File: src/rtl/pc_gen.sv
// Fetch-stage PC generator: owns pcF, arbitrates redirects, buffers late ones, drives the I-SRAM request.
// Optional fetch alignment check enabled by defining PC_GEN_ALIGN_CHECK_EN.
module pc_gen #(
  parameter logic [31:0] RESET_PC = 32'hBFC0_0000
) (
  input  logic        clk,
  input  logic        resetn,
  input  logic        stallF,
  output logic        inst_req,
  output logic [31:0] inst_addr,
  input  logic        inst_addr_ok,
  output logic [31:0] pcF,
  output logic [31:0] pc_plus4F,
  input  logic        stallD,
  input  logic        pred_takeD,
  input  logic [31:0] branch_targetD,
  input  logic        jumpD,
  input  logic [31:0] jump_targetD,
  input  logic        mispredM,
  input  logic [31:0] pc_correctM,
  input  logic        flush_excM,
  input  logic [31:0] pc_excM,
  output logic        redirect_pendingF,
  output logic        adelF
);

  logic [31:0] pc_q, pc_d;
  logic [31:0] pend_pc_q, pend_pc_d;
  logic        pend_valid_q, pend_valid_d;
  logic        pend_hi_q, pend_hi_d;

  logic        advance;
  logic        load;
  logic        m_redir;
  logic        d_redir;
  logic [31:0] m_target;
  logic [31:0] d_target;
  logic [31:0] next_pc;

  // resetn gates the request combinationally so a reset mid-request drops it at once
  assign inst_req          = resetn & ~stallF & ~adelF;
  assign advance           = inst_req & inst_addr_ok & ~stallF;
  assign inst_addr         = pc_q;
  assign pcF               = pc_q;
  assign pc_plus4F         = pc_q + 32'd4;
  assign redirect_pendingF = pend_valid_q;

  always_comb begin
    m_redir  = flush_excM | mispredM;
    m_target = flush_excM ? pc_excM : pc_correctM;
    d_redir  = (pred_takeD | jumpD) & ~stallD & ~m_redir;
    d_target = jumpD ? jump_targetD : branch_targetD;

    if (m_redir)           next_pc = m_target;
    else if (pend_valid_q) next_pc = pend_pc_q;
    else if (d_redir)      next_pc = d_target;
    else                   next_pc = pc_plus4F;
  end

`ifdef PC_GEN_ALIGN_CHECK_EN
  logic adel_q, adel_d;

  // an exception redirect must be able to escape a misaligned pcF even with no request out
  assign load   = advance | (adel_q & flush_excM);
  assign adel_d = load ? (next_pc[1:0] != 2'b00) : adel_q;
  assign adelF  = adel_q;

  always_ff @(posedge clk or negedge resetn) begin
    if (!resetn) adel_q <= 1'b0;
    else         adel_q <= adel_d;
  end
`else
  assign load  = advance;
  assign adelF = 1'b0;
`endif

  always_comb begin
    pc_d         = pc_q;
    pend_pc_d    = pend_pc_q;
    pend_valid_d = pend_valid_q;
    pend_hi_d    = pend_hi_q;
    if (load) begin
      pc_d         = next_pc;
      pend_valid_d = 1'b0;
      pend_hi_d    = 1'b0;
    end else if (m_redir) begin
      pend_valid_d = 1'b1;
      pend_pc_d    = m_target;
      pend_hi_d    = 1'b1;
    end else if (d_redir && !(pend_valid_q && pend_hi_q)) begin
      pend_valid_d = 1'b1;
      pend_pc_d    = d_target;
      pend_hi_d    = 1'b0;
    end
  end

  always_ff @(posedge clk or negedge resetn) begin
    if (!resetn) begin
      pc_q         <= RESET_PC;
      pend_pc_q    <= 32'd0;
      pend_valid_q <= 1'b0;
      pend_hi_q    <= 1'b0;
    end else begin
      pc_q         <= pc_d;
      pend_pc_q    <= pend_pc_d;
      pend_valid_q <= pend_valid_d;
      pend_hi_q    <= pend_hi_d;
    end
  end

endmodule

File: config.mk
export PLATFORM = sky130hd
export DESIGN_NAME = pc_gen
export DESIGN_NICKNAME = d
export VERILOG_FILES = /design/src/rtl/pc_gen.sv
export SDC_FILE = /design/constraint.sdc
export NUM_CORES = 1
export LEC_CHECK = 0
export ABC_AREA = 1
export ABC_CLOCK_PERIOD_IN_PS = 1800
export BUFFER_PORTS_ARGS = -buffer_cell sky130_fd_sc_hd__buf_2
export CAP_MARGIN = 0
export CORE_UTILIZATION = 50
export DETAILED_ROUTE_END_ITERATION = 16
export HOLD_SLACK_MARGIN = 0.1
export PLACE_DENSITY = 0.82
export SLEW_MARGIN = 20
export SYNTH_ARGS = -nofsm -noshare
export SYNTH_HDL_FRONTEND = slang
export SYNTH_SLANG_ARGS = --single-unit
File: constraint.sdc
create_clock -name clk -period 1.8 [get_ports clk]
set_input_delay 0.27 -clock clk [delete_from_list [all_inputs] [get_ports clk]]
set_output_delay 0.27 -clock clk [all_outputs]
set_load 0.01 [all_outputs]
==> results by group, run 1 <==
Global route
  • Pin count of the biggest net entering global routing: 40
  • Vias in the first global route: 6823
  • Overflow after GRT: 0
  • Total track usage: 0.3636
  • Initial antenna violation count: 0
  • First-pass GRT wire length: 33250 µm

Synthesis
  • Primary FF master, synth: dfrtp_1
  • Synth Net Count: approximately 1100
  • Largest area contributor in the netlist: dfrtp_1
  • Post-Syn Instances: 928
  • Number of enable flip-flop cells after synthesis: 0
  • Mapped Area: ~5800 µm²
  • Top area cells in the synthesized netlist: dfrtp_1 25%, nand2_1 19%, nor2_1 10%, nand3_1 6.0%, buf_4 4.8%
  • Post-synth top cells: 295 x nand2_1, 157 x nor2_1, 69 x nand3_1
  • Ys async rst share: 1.000
  • Seq cells post-synth: 66
  • Yosys top cell area share: 0.2470
  • Netlist cell types: 40
  • Synth Warn #: 0
  • Most common cell in the netlist: nand2_1
  • Avg Cell Area, Syn: around 6.2 µm²
  • Sequential share of the synthesized area: 0.2879

Detailed routing
  • DRC errors left: 0
  • Via/cell ratio: 5.629
  • DR WL/cell: 16.76 µm
  • WL final: around 22000 µm
  • Drt first pass iters: 6
  • Antenna viol nets, final: 0
  • DRT iter0 DRCs: between 600 and 700
  • Vias: roughly 7500

Clocking
  • CTS clk-pin slew, worst paths: around 0.06 ns
  • H-tree levels: 3
  • CTS sink count: 66
  • Clock buffer depth: 2
  • Number of CTS-inserted buffers: 9
  • Clock Latency Late Sink: about 0.33 ns
  • CTS root buffer: clkbuf_16
  • CTS tree: done

Worst setup path
  • Critical Path Fanout Max: 5
  • Crit path kind: reg2out
  • Arrival @ worst endpoint: about 1.8 ns
  • R2r endpoint: inst_addr[10]
  • Startpoint types: register
  • Worst reg2reg path depth: 11
  • Crit. End Element: primary output
  • R2R Setup Slk: 0.08 ns
  • Critical Path RT: 1.53 ns
  • Reg-to-reg startpoint: inst_addr[2]

Timing
  • RSZ-0062 raised after global routing: true
  • Final setup fails: 26
  • Final Skew: 0.006960 ns
  • Final setup TNS: -4.074 ns
  • Max_slew headroom: 0.6430
  • Final hold viol count: 0
  • Final WS setup: -0.2721 ns
  • Tcrit/Tclk final: 1.151
  • Final min period: about 2.1 ns
  • Highest Clock Rate: 482.6 MHz
  • Least-Margin Pin Slew: ~0.54 ns
  • Slew Limit Fails: 0

Placed design
  • Dpl ws: -0.08095 ns
  • GP Congestion: ~0.94
  • Detailed placement HPWL: about 15000 µm
  • I/O Buffers: 234

Power
  • Total Power: 7078 µW
  • Leakage: between 0.004 and 0.005 µW
  • P per Cell Area: a little under 900 nW/µm²
  • Peak VDD IR: between 0.5 and 0.6 mV

Hold path
  • Worst Hold Class: in2reg
  • WHS Endpoint: inst_addr[1]
  • Hold path depth: 4
  • Origin of the worst min-delay path: stallD

Floorplan
  • DIE WIDTH: ~110 µm
  • # rows: 38
  • Die H: between 100 and 150 µm
  • Area of the die: roughly 12000 µm²
  • I/O pins: around 240
  • Core Footprint: between 10000 and 15000 µm²
  • Initial Utilization: 0.5236

Run
  • Max_cap viols: 0

Cells and area
  • Share of cells above drive strength 1: 0.3775
  • Total Nets Final: 1317
  • Post-Route Utilization: 0.7303
  • Fillers: about 850
  • Area Overhead vs Synth: 39.47%
  • Diodes inserted: 0

Status
  • Outcome: finished, violations left
  • Violated checks: setup timing
metal layers:
layer  global-route usage  up-vias  part of all wire  wire length [µm]
li1                     -     3437                 -                 -
met1               0.4363     3415              0.37              8149
met2               0.6267      499              0.48             10600
met3              0.05513      102             0.098              2174
met4               0.1933        0             0.057              1270
met5                    0        -                 0                 0
placed cells by master (no fill, tap or decap), types with 12 or more instances in the layout:
| master | n |
|---|---|
| nand2_2 | 25 |
| inv_1 | 51 |
| buf_2 | 231 |
| nand3_1 | 67 |
| o21ai_0 | 40 |
| o22ai_1 | 12 |
| nor2_2 | 16 |
| nor2_4 | 21 |
| nand2_1 | 269 |
| a21oi_1 | 46 |
| nor2_1 | 132 |
| dfrtp_2 | 12 |
| mux2i_1 | 22 |
| a21boi_1 | 20 |
| buf_4 | 81 |
| dfrtp_1 | 45 |
worst max-delay path: stages, from the launching register on:
cell	delay (ns)
dfrtp_2	0.43
ha_4	0.19
nand2_4	0.05
nor2_4	0.13
nand2_4	0.11
nor2_4	0.15
nand2_1	0.08
nand2_1	0.09
nand2_1	0.08
buf_2	0.15
final cells by class:
cell class	instances	area (µm²)	share of cell area
clock buffers	12	266.5	0.03308
clock inverters	4	72.57	0.009009
inverters	55	206.4	0.02563
multi-input cells	724	3726	0.4626
flip-flops and latches	66	1678	0.2083
well taps	140	175.2	0.02175
repair buffers	323	1931	0.2397
how the worst max path moves through the flow:
stage	to	depth (start not counted)	startpoint	slack [ns]
3_5_place_dp	pc_plus4F[31]	7	inst_addr[14]	-0.08
4_1_cts	pc_plus4F[18]	6	inst_addr[3]	-0.19
3_3_place_gp	pc_plus4F[31]	7	inst_addr[14]	-0.09
5_1_grt	pc_plus4F[20]	9	inst_addr[2]	-0.33
6_report	pc_plus4F[28]	9	inst_addr[2]	-0.27
2_1_floorplan	inst_addr[8]	10	inst_addr[3]	0.17
power breakdown:
| group | switching, µW | leakage (µW) | internal, µW |
|---|---|---|---|
| Sequential | 264 | 0.000741 | 1770 |
| Combinational | 1750 | 0.00337 | 1290 |
| Clock | 684 | 0.000165 | 1320 |
| Total | 2690 | 0.00428 | 4380 |
cells by family after synthesis:
logic type      share of synthesized area
other cells                     0.0006493
buf+inv                            0.1244
flops                              0.2879
compound gates                     0.1428
xor+xnor                          0.01213
mux                               0.03813
simple gates                       0.3919
fa+ha+maj                        0.002166
sequential cells by signal (all words and copies together) (netlist names):
name and cells:
inst_addr 32, pend_pc_q 32, pend_hi_q 1, redirect_pendingF 1
per-stage QoR:
stage / cells / cell area, µm² / hold slack (ns)
floorplan: 928 / 5776 / -0.02559
global placement: 1267 / 7036 / 0.4200
detailed placement: 1267 / 7036 / 0.4148
CTS: 1312 / 7812 / 0.3204
global route: 1324 / 8055 / 0.3538
finish: 1324 / 8055 / 0.3085
timing repair:
| action | 4_1_cts | 5_1_grt |
|---|---|---|
| setup endpoints to repair | 26 | 29 |
| resized for setup | 61 | 45 |
| hold buffers | 1 | 0 |
| setup buffers | 28 | 12 |
| hold endpoints to repair | 26 | 0 |
| pin swaps | 16 | 25 |
Note: power is estimated with default switching activity, not from simulation.
==> run 2: changes to the inputs <==
MAX_ROUTING_LAYER = met4   (was not set)
==> run 2 against run 1 <==
Effect of this change: the flow still finishes with violations (setup timing); via count grew 1.3%; maximum frequency shrank 0.39%; clock skew shrank 0.0013 ns; setup slack lost 0.0082 ns; final cell count grew 0.53%; critical endpoint unchanged; largest power group unchanged; highest routed layer unchanged.
==> results by group, run 2 (synthesis results as in run 1) <==
Status
  • Outcome: finished, violations left (unchanged)
  • Violated checks: setup timing (unchanged)

Detailed routing
  • Antenna viol nets, final: 0 (unchanged)
  • Via/cell ratio: 5.674 (was 5.629)
  • WL final: 22640 µm (was 22200 µm)
  • DRC errors left: 0 (unchanged)
  • Vias: 7552 (was 7453)
  • Drt first pass iters: 6 (unchanged)
  • DRT iter0 DRCs: 813 (was 655)
  • Met2 wire length: 10840 µm (was 10600 µm)
  • Metal3 WL: 2109 µm (was 2174 µm)
  • Top layer in use: met4 (unchanged)
  • M1 WL: 8264 µm (was 8149 µm)
  • DR WL/cell: 17.01 µm (was 16.76 µm)

Global route
  • Total track usage: 0.3880 (was 0.3636)
  • Initial antenna violation count: 0 (unchanged)
  • Pin count of the biggest net entering global routing: 49 (was 40)
  • Overflow after GRT: 0 (unchanged)
  • Vias in the first global route: 6964 (was 6823)
  • First-pass GRT wire length: 34330 µm (was 33250 µm)

Hold path
  • WHS Endpoint: inst_addr[23] (was inst_addr[1])
  • Origin of the worst min-delay path: branch_targetD[23] (was stallD)
  • Worst Hold Class: in2reg (unchanged)
  • Hold path depth: 5 (was 4)

Clocking
  • Number of CTS-inserted buffers: 9 (unchanged)
  • CTS tree: done (unchanged)
  • Clock Latency Late Sink: 0.35 ns (was 0.33 ns)
  • CTS clk-pin slew, worst paths: 0.06 ns (about the same)
  • H-tree levels: 3 (unchanged)
  • CTS sink count: 66 (unchanged)
  • Clock buffer depth: 2 (unchanged)
  • CTS root buffer: clkbuf_16 (unchanged)

Floorplan
  • DIE WIDTH: 109.5 µm (unchanged)
  • Die H: 109.5 µm (unchanged)
  • I/O pins: 236 (unchanged)
  • Core Footprint: 11030 µm² (unchanged)
  • Initial Utilization: 0.5236 (unchanged)
  • # rows: 38 (unchanged)
  • Area of the die: 11980 µm² (unchanged)

Placed design
  • Placed cells: 1270 (was 1267)
  • I/O Buffers: 234 (unchanged)
  • Dpl ws: -0.02684 ns (was -0.08095 ns)
  • Detailed placement HPWL: 15400 µm (was 15330 µm)
  • GP Congestion: 0.9797 (was 0.9439)
  • DP Area: 7071 µm² (was 7036 µm²)

Timing
  • Hold_ws: 0.3102 ns (was 0.3085 ns)
  • Final hold viol count: 0 (unchanged)
  • RSZ-0062 raised after global routing: true (unchanged)
  • Tcrit/Tclk final: 1.156 (was 1.151)
  • Final WS setup: -0.2803 ns (was -0.2721 ns)
  • Final setup fails: 29 (was 26)
  • Final min period: 2.080 ns (was 2.072 ns)
  • Final Skew: 0.005634 ns (was 0.006960 ns)
  • Least-Margin Pin Slew: 0.5497 ns (was 0.5354 ns)
  • Slew Limit Fails: 0 (unchanged)
  • Highest Clock Rate: 480.7 MHz (was 482.6 MHz)
  • Max_slew headroom: 0.6335 (was 0.6430)
  • Final setup TNS: -5.443 ns (was -4.074 ns)

Worst setup path
  • Crit. End Element: primary output (unchanged)
  • Arrival @ worst endpoint: 1.81 ns (was 1.80 ns)
  • Critical Path Fanout Max: 4 (was 5)
  • R2R Setup Slk: -0.18 ns (was 0.08 ns)
  • Critical Path RT: 1.53 ns (about the same)
  • R2r endpoint: inst_addr[16] (was inst_addr[10])
  • Worst reg2reg path depth: 14 (was 11)
  • Startpoint types: register (unchanged)
  • Reg-to-reg startpoint: inst_addr[2] (unchanged)
  • Crit path kind: reg2out (unchanged)

Cells and area
  • Non-Filler Instances: 1331 (was 1324)
  • Share of cells above drive strength 1: 0.3846 (was 0.3775)
  • Most frequent cells in the layout: 265 x nand2_1, 225 x buf_2, 136 x nor2_1 (was 269 x nand2_1, 231 x buf_2, 132 x nor2_1)
  • Post-route design area: 8167 µm² (was 8055 µm²)
  • Diodes inserted: 0 (unchanged)
  • Fillers: 857 (was 845)
  • Area Overhead vs Synth: 41.40% (was 39.47%)
  • Commonest non-fill, non-tap cell in the layout: nand2_1 (unchanged)
  • Total Nets Final: 1324 (was 1317)

Power
  • Leakage: 0.004322 µW (was 0.004279 µW)
  • P per Cell Area: 868.8 nW/µm² (was 878.7 nW/µm²)
  • Peak VDD IR: 0.4767 mV (was 0.5705 mV)

Run
  • Max_cap viols: 0 (unchanged)
==> run 2: changes by cell type in the layout (fill, tap and decap cells not counted), moves of 3 or more <==
cell | before | now
nand3_1 | 67 | 62
nor2_1 | 132 | 136
buf_2 | 231 | 225
dfrtp_1 | 45 | 48
nand2_2 | 25 | 30
nand3_2 | 1 | 5
clkbuf_8 | 3 | 0
dfrtp_2 | 12 | 9
nand2_1 | 269 | 265
buf_4 | 81 | 84
buf_6 | 5 | 14
nor2_4 | 21 | 18
==> run 2: routing by layer <==
metal | GRT usage | vias to the layer above
li1 | - | 3454
met1 | 0.4429 | 3440
met2 | 0.6262 | 523
met3 | 0.08299 | 135
met4 | 0.2324 | 0
met5 | - | -
==> run 2: critical path, stage by stage (launching register included) <==
cell	delay, ns
dfrtp_1	0.42
nand2_2	0.12
nor2_2	0.17
buf_4	0.16
nand2_1	0.06
nor2_2	0.15
nand2_1	0.07
nand2_1	0.09
nand2_1	0.09
buf_2	0.15
==> run 2: repair_timing <==
| action | CTS | global route |
|---|---|---|
| endpoints found under the setup margin | 26 | 34 |
| cloned | 0 | 0 |
| pin swaps | 32 | 26 |
| setup buffers | 33 | 12 |
| hold endpoints to repair | 26 | 0 |
| hold buffers | 1 | 0 |
| gates resized for setup | 79 | 39 |
==> run 2: per-stage QoR <==
| step | util | power (µW) |
|---|---|---|
| 3_3_place_gp | 0.6410 | 4443 |
| 3_5_place_dp | 0.6410 | 4478 |
| 6_report | 0.7404 | 7095 |
| 2_1_floorplan | - | 3538 |
| 5_1_grt | 0.7404 | 7444 |
| 4_1_cts | 0.7190 | 6774 |
==> run 2: worst max-delay path by stage <==
| stage | start | to | depth (start not counted) |
|---|---|---|---|
| after global placement | inst_addr[2] | pc_plus4F[16] | 8 |
| after CTS | inst_addr[3] | pc_plus4F[28] | 9 |
| after floorplan | inst_addr[3] | inst_addr[8] | 10 |
| final | inst_addr[12] | pc_plus4F[28] | 9 |
| after detailed placement | inst_addr[2] | pc_plus4F[16] | 8 |
| after global routing | inst_addr[12] | pc_plus4F[28] | 9 |
==> run 2: area by class of cell <==
| type | count | area (µm²) | area share |
|---|---|---|---|
| multi-input cells | 724 | 3747 | 0.4589 |
| inverters | 55 | 206.4 | 0.02528 |
| clock buffers | 10 | 229.0 | 0.02804 |
| well taps | 140 | 175.2 | 0.02145 |
| flip-flops and latches | 66 | 1674 | 0.2050 |
| repair buffers | 330 | 2044 | 0.2503 |
| clock inverters | 6 | 90.09 | 0.01103 |
==> run 2: report_power, final <==
part	internal, µW	leakage [µW]	switching, µW
registers	1770	0.000744	266
clock network	1220	0.000153	745
logic	1340	0.00342	1760
==> run 3: changes to the inputs <==
ABC_AREA = 0   (was 1)
CORE_UTILIZATION = 48   (was 50)
PLACE_DENSITY = 0.81   (was 0.82)
==> run 3 against run 2 <==
Effect of this change: the run still ends with setup timing left; first-iteration DRC count fell by 11%; flip-flop and latch count is the same; critical path depth decreased by 4; sequential share of layout area is 0.72 points lower; setup slack got worse by 0.47 ns; largest cell class unchanged; cell area grew 3.5%; die area down 5.9%; total power decreased by 5.0%; sequential power down 2%; non-clock buffer count is 72 higher; final cell count decreased by 17%.
==> results by group, run 3 <==
Timing
  • Max_slew headroom: 0.4076 (was 0.6335)
  • Hold_ws: 0.1560 ns (was 0.3102 ns)
  • Slew Limit Fails: 0 (unchanged)
  • Tcrit/Tclk final: 1.415 (was 1.156)
  • Final setup fails: 44 (was 29)
  • Final Skew: 0.009259 ns (was 0.005634 ns)
  • Highest Clock Rate: 392.7 MHz (was 480.7 MHz)
  • Final WS setup: -0.7464 ns (was -0.2803 ns)
  • Final min period: 2.546 ns (was 2.080 ns)
  • RSZ-0062 raised after global routing: true (unchanged)
  • Final setup TNS: -15.18 ns (was -5.443 ns)
  • Final hold viol count: 0 (unchanged)
  • Least-Margin Pin Slew: 0.8886 ns (was 0.5497 ns)

Worst setup path
  • Critical Path RT: 1.53 ns (about the same)
  • Reg-to-reg startpoint: inst_addr[25] (was inst_addr[2])
  • Critical Path Fanout Max: 3 (was 4)
  • R2R Setup Slk: -0.57 ns (was -0.18 ns)
  • Crit path kind: reg2out (unchanged)
  • Worst reg2reg path depth: 7 (was 14)
  • Crit. End Element: primary output (unchanged)
  • Startpoint types: register (unchanged)
  • Arrival @ worst endpoint: 2.28 ns (was 1.81 ns)
  • R2r endpoint: inst_addr[29] (was inst_addr[16])

Synthesis
  • Netlist cell types: 72 (was 40)
  • Synth Warn #: 0 (unchanged)
  • Number of enable flip-flop cells after synthesis: 0 (unchanged)
  • Adder-Cell Fraction of Synth Area: 0.002400 (was 0.002166)
  • Yosys top cell area share: 0.2736 (was 0.2470)
  • Sequential share of the synthesized area: 0.3189 (was 0.2879)
  • Top area cells in the synthesized netlist: dfrtp_1 27%, nand2_1 5.1%, buf_4 5.0%, o21ai_0 5.0%, mux2i_1 4.6% (was dfrtp_1 25%, nand2_1 19%, nor2_1 10%, nand3_1 6.0%, buf_4 4.8%)
  • Primary FF master, synth: dfrtp_1 (unchanged)
  • Simple-gate share of the synthesized area: 0.1865 (was 0.3919)
  • XOR/XNOR Fraction of Synth Area: 0.04200 (was 0.01213)
  • Mux contribution to synthesized area: 0.08495 (was 0.03813)
  • Post-synth top cells: 71 x nand2_1, 57 x dfrtp_1, 52 x o21ai_0 (was 295 x nand2_1, 157 x nor2_1, 69 x nand3_1)
  • Mapped Area: 5214 µm² (was 5776 µm²)
  • Largest area contributor in the netlist: dfrtp_1 (unchanged)
  • Combinational family with the most area after synthesis: compound AO/OA/AOI/OAI gates (was simple AND/OR/NAND/NOR gates)
  • Seq cells post-synth: 66 (unchanged)
  • Post-Syn Instances: 633 (was 928)
  • Avg Cell Area, Syn: 8.237 µm² (was 6.224 µm²)
  • Most common cell in the netlist: nand2_1 (unchanged)
  • Synth Area in Compound Gates: 0.2750 (was 0.1428)
  • Synth Net Count: 771 (was 1066)
  • Ys async rst share: 1.000 (unchanged)

Detailed routing
  • Vias: 6834 (was 7552)
  • Drt first pass iters: 5 (was 6)
  • Via/cell ratio: 6.157 (was 5.674)
  • DRC errors left: 0 (unchanged)
  • Antenna viol nets, final: 0 (unchanged)
  • WL final: 22950 µm (was 22640 µm)
  • DRT iter0 DRCs: 726 (was 813)
  • DR WL/cell: 20.67 µm (was 17.01 µm)

Clocking
  • Clock Latency Late Sink: 0.36 ns (was 0.35 ns)
  • Cts hold-fix bufs: 0 (was 1)
  • CTS clk-pin slew, worst paths: 0.08 ns (was 0.06 ns)
  • H-tree levels: 3 (unchanged)
  • CTS sink count: 66 (unchanged)
  • Number of CTS-inserted buffers: 9 (unchanged)
  • CTS tree: done (unchanged)
  • Clock buffer depth: 2 (unchanged)
  • CTS root buffer: clkbuf_8 (was clkbuf_16)

Run
  • Max_cap viols: 0 (unchanged)

Global route
  • First-pass GRT wire length: 32530 µm (was 34330 µm)
  • Initial antenna violation count: 1 (was 0)
  • Vias in the first global route: 6391 (was 6964)
  • Overflow after GRT: 0 (unchanged)
  • Pin count of the biggest net entering global routing: 67 (was 49)
  • Total track usage: 0.3876 (was 0.3880)

Floorplan
  • Core Footprint: 10420 µm² (was 11030 µm²)
  • Initial Utilization: 0.5005 (was 0.5236)
  • Area of the die: 11280 µm² (was 11980 µm²)
  • # rows: 37 (was 38)
  • Die H: 106.2 µm (was 109.5 µm)
  • I/O pins: 236 (unchanged)
  • DIE WIDTH: 106.2 µm (was 109.5 µm)

Status
  • Outcome: finished, violations left (unchanged)
  • Violated checks: setup timing (unchanged)

Cells and area
  • Share of cells above drive strength 1: 0.5529 (was 0.3846)
  • Commonest non-fill, non-tap cell in the layout: buf_2 (was nand2_1)
  • Area Overhead vs Synth: 62.11% (was 41.40%)
  • Most frequent cells in the layout: 228 x buf_2, 135 x buf_4, 64 x nand2_1 (was 265 x nand2_1, 225 x buf_2, 136 x nor2_1)
  • Total Nets Final: 1106 (was 1324)

Power
  • P per Cell Area: 797.2 nW/µm² (was 868.8 nW/µm²)
  • Peak VDD IR: 0.4819 mV (was 0.4767 mV)
  • Leakage: 0.004023 µW (was 0.004322 µW)

Hold path
  • Worst Hold Class: in2async (was in2reg)

Placed design
  • GP Congestion: 0.9503 (was 0.9797)
  • Detailed placement HPWL: 15790 µm (was 15400 µm)
  • Dpl ws: -0.3539 ns (was -0.02684 ns)
  • I/O Buffers: 234 (unchanged)
-- run 3: cells by family after synthesis --
| group | after synthesis |
|---|---|
| other | 1 |
| muxes | 42 |
| adders and majority gates | 1 |
| xor gates and xnor gates | 25 |
| and+or+nand+nor | 195 |
| AOI/OAI and AO/OA | 215 |
| DFF | 66 |
| buffers and inverters | 88 |
-- run 3: report_power, final --
| group | switching, µW | leakage [µW] | internal, µW |
|---|---|---|---|
| Combinational | 1610 | 0.00314 | 1430 |
| Clock | 651 | 0.000129 | 1060 |
| Sequential | 212 | 0.000756 | 1770 |
| Total | 2480 | 0.00402 | 4260 |
-- run 3: through the flow --
stage               power [µW]  cells  area [µm²]    util
finish                    6738   1110        8452  0.8114
global route              7006   1110        8452  0.8114
CTS                       6424   1089        8034  0.7713
detailed placement        4476   1048        7201  0.6913
global placement          4409   1048        7201  0.6913
floorplan                 3401    633        5343       -
-- run 3: final cells by class --
class	count	area (µm²)
sequential	66	1672
clock inverter	7	141.4
inverter	10	37.54
tap	136	170.2
multi-input combinational	479	3676
fill	671	1964
timing repair buffer	402	2629
clock buffer	9	123.9
antenna	1	2.502
-- run 3: worst max-delay path: stages, from the launching register on --
cell	delay (ns)
dfstp_2	0.54
nand4_1	0.09
or4_4	0.59
or3_4	0.38
xnor2_2	0.15
buf_2	0.17
-- run 3: worst max path at each step --
| stage | from | end | slack, ns | cells past startpoint |
|---|---|---|---|---|
| 2_1_floorplan | inst_addr[25] | inst_addr[29] | -0.32 | 5 |
| 3_3_place_gp | inst_addr[26] | pc_plus4F[29] | -0.28 | 5 |
| 3_5_place_dp | inst_addr[26] | inst_addr[31] | -0.35 | 5 |
| 4_1_cts | inst_addr[25] | pc_plus4F[30] | -0.71 | 5 |
| 5_1_grt | inst_addr[26] | pc_plus4F[29] | -0.80 | 5 |
| 6_report | inst_addr[25] | pc_plus4F[29] | -0.75 | 5 |
-- run 3: metal layers --
layer	vias up	share of wire	global-route usage
met1	3203	0.38	0.4740
li1	3008	-	-
met3	116	0.095	0.08032
met4	0	0.049	0.1954
met5	-	0	-
met2	507	0.48	0.6071
-- run 3: repair_timing --
action,in CTS,in global routing
gates resized for setup,78,61
buffers inserted,26,26
pin swaps,43,39
setup endpoints to repair,42,49
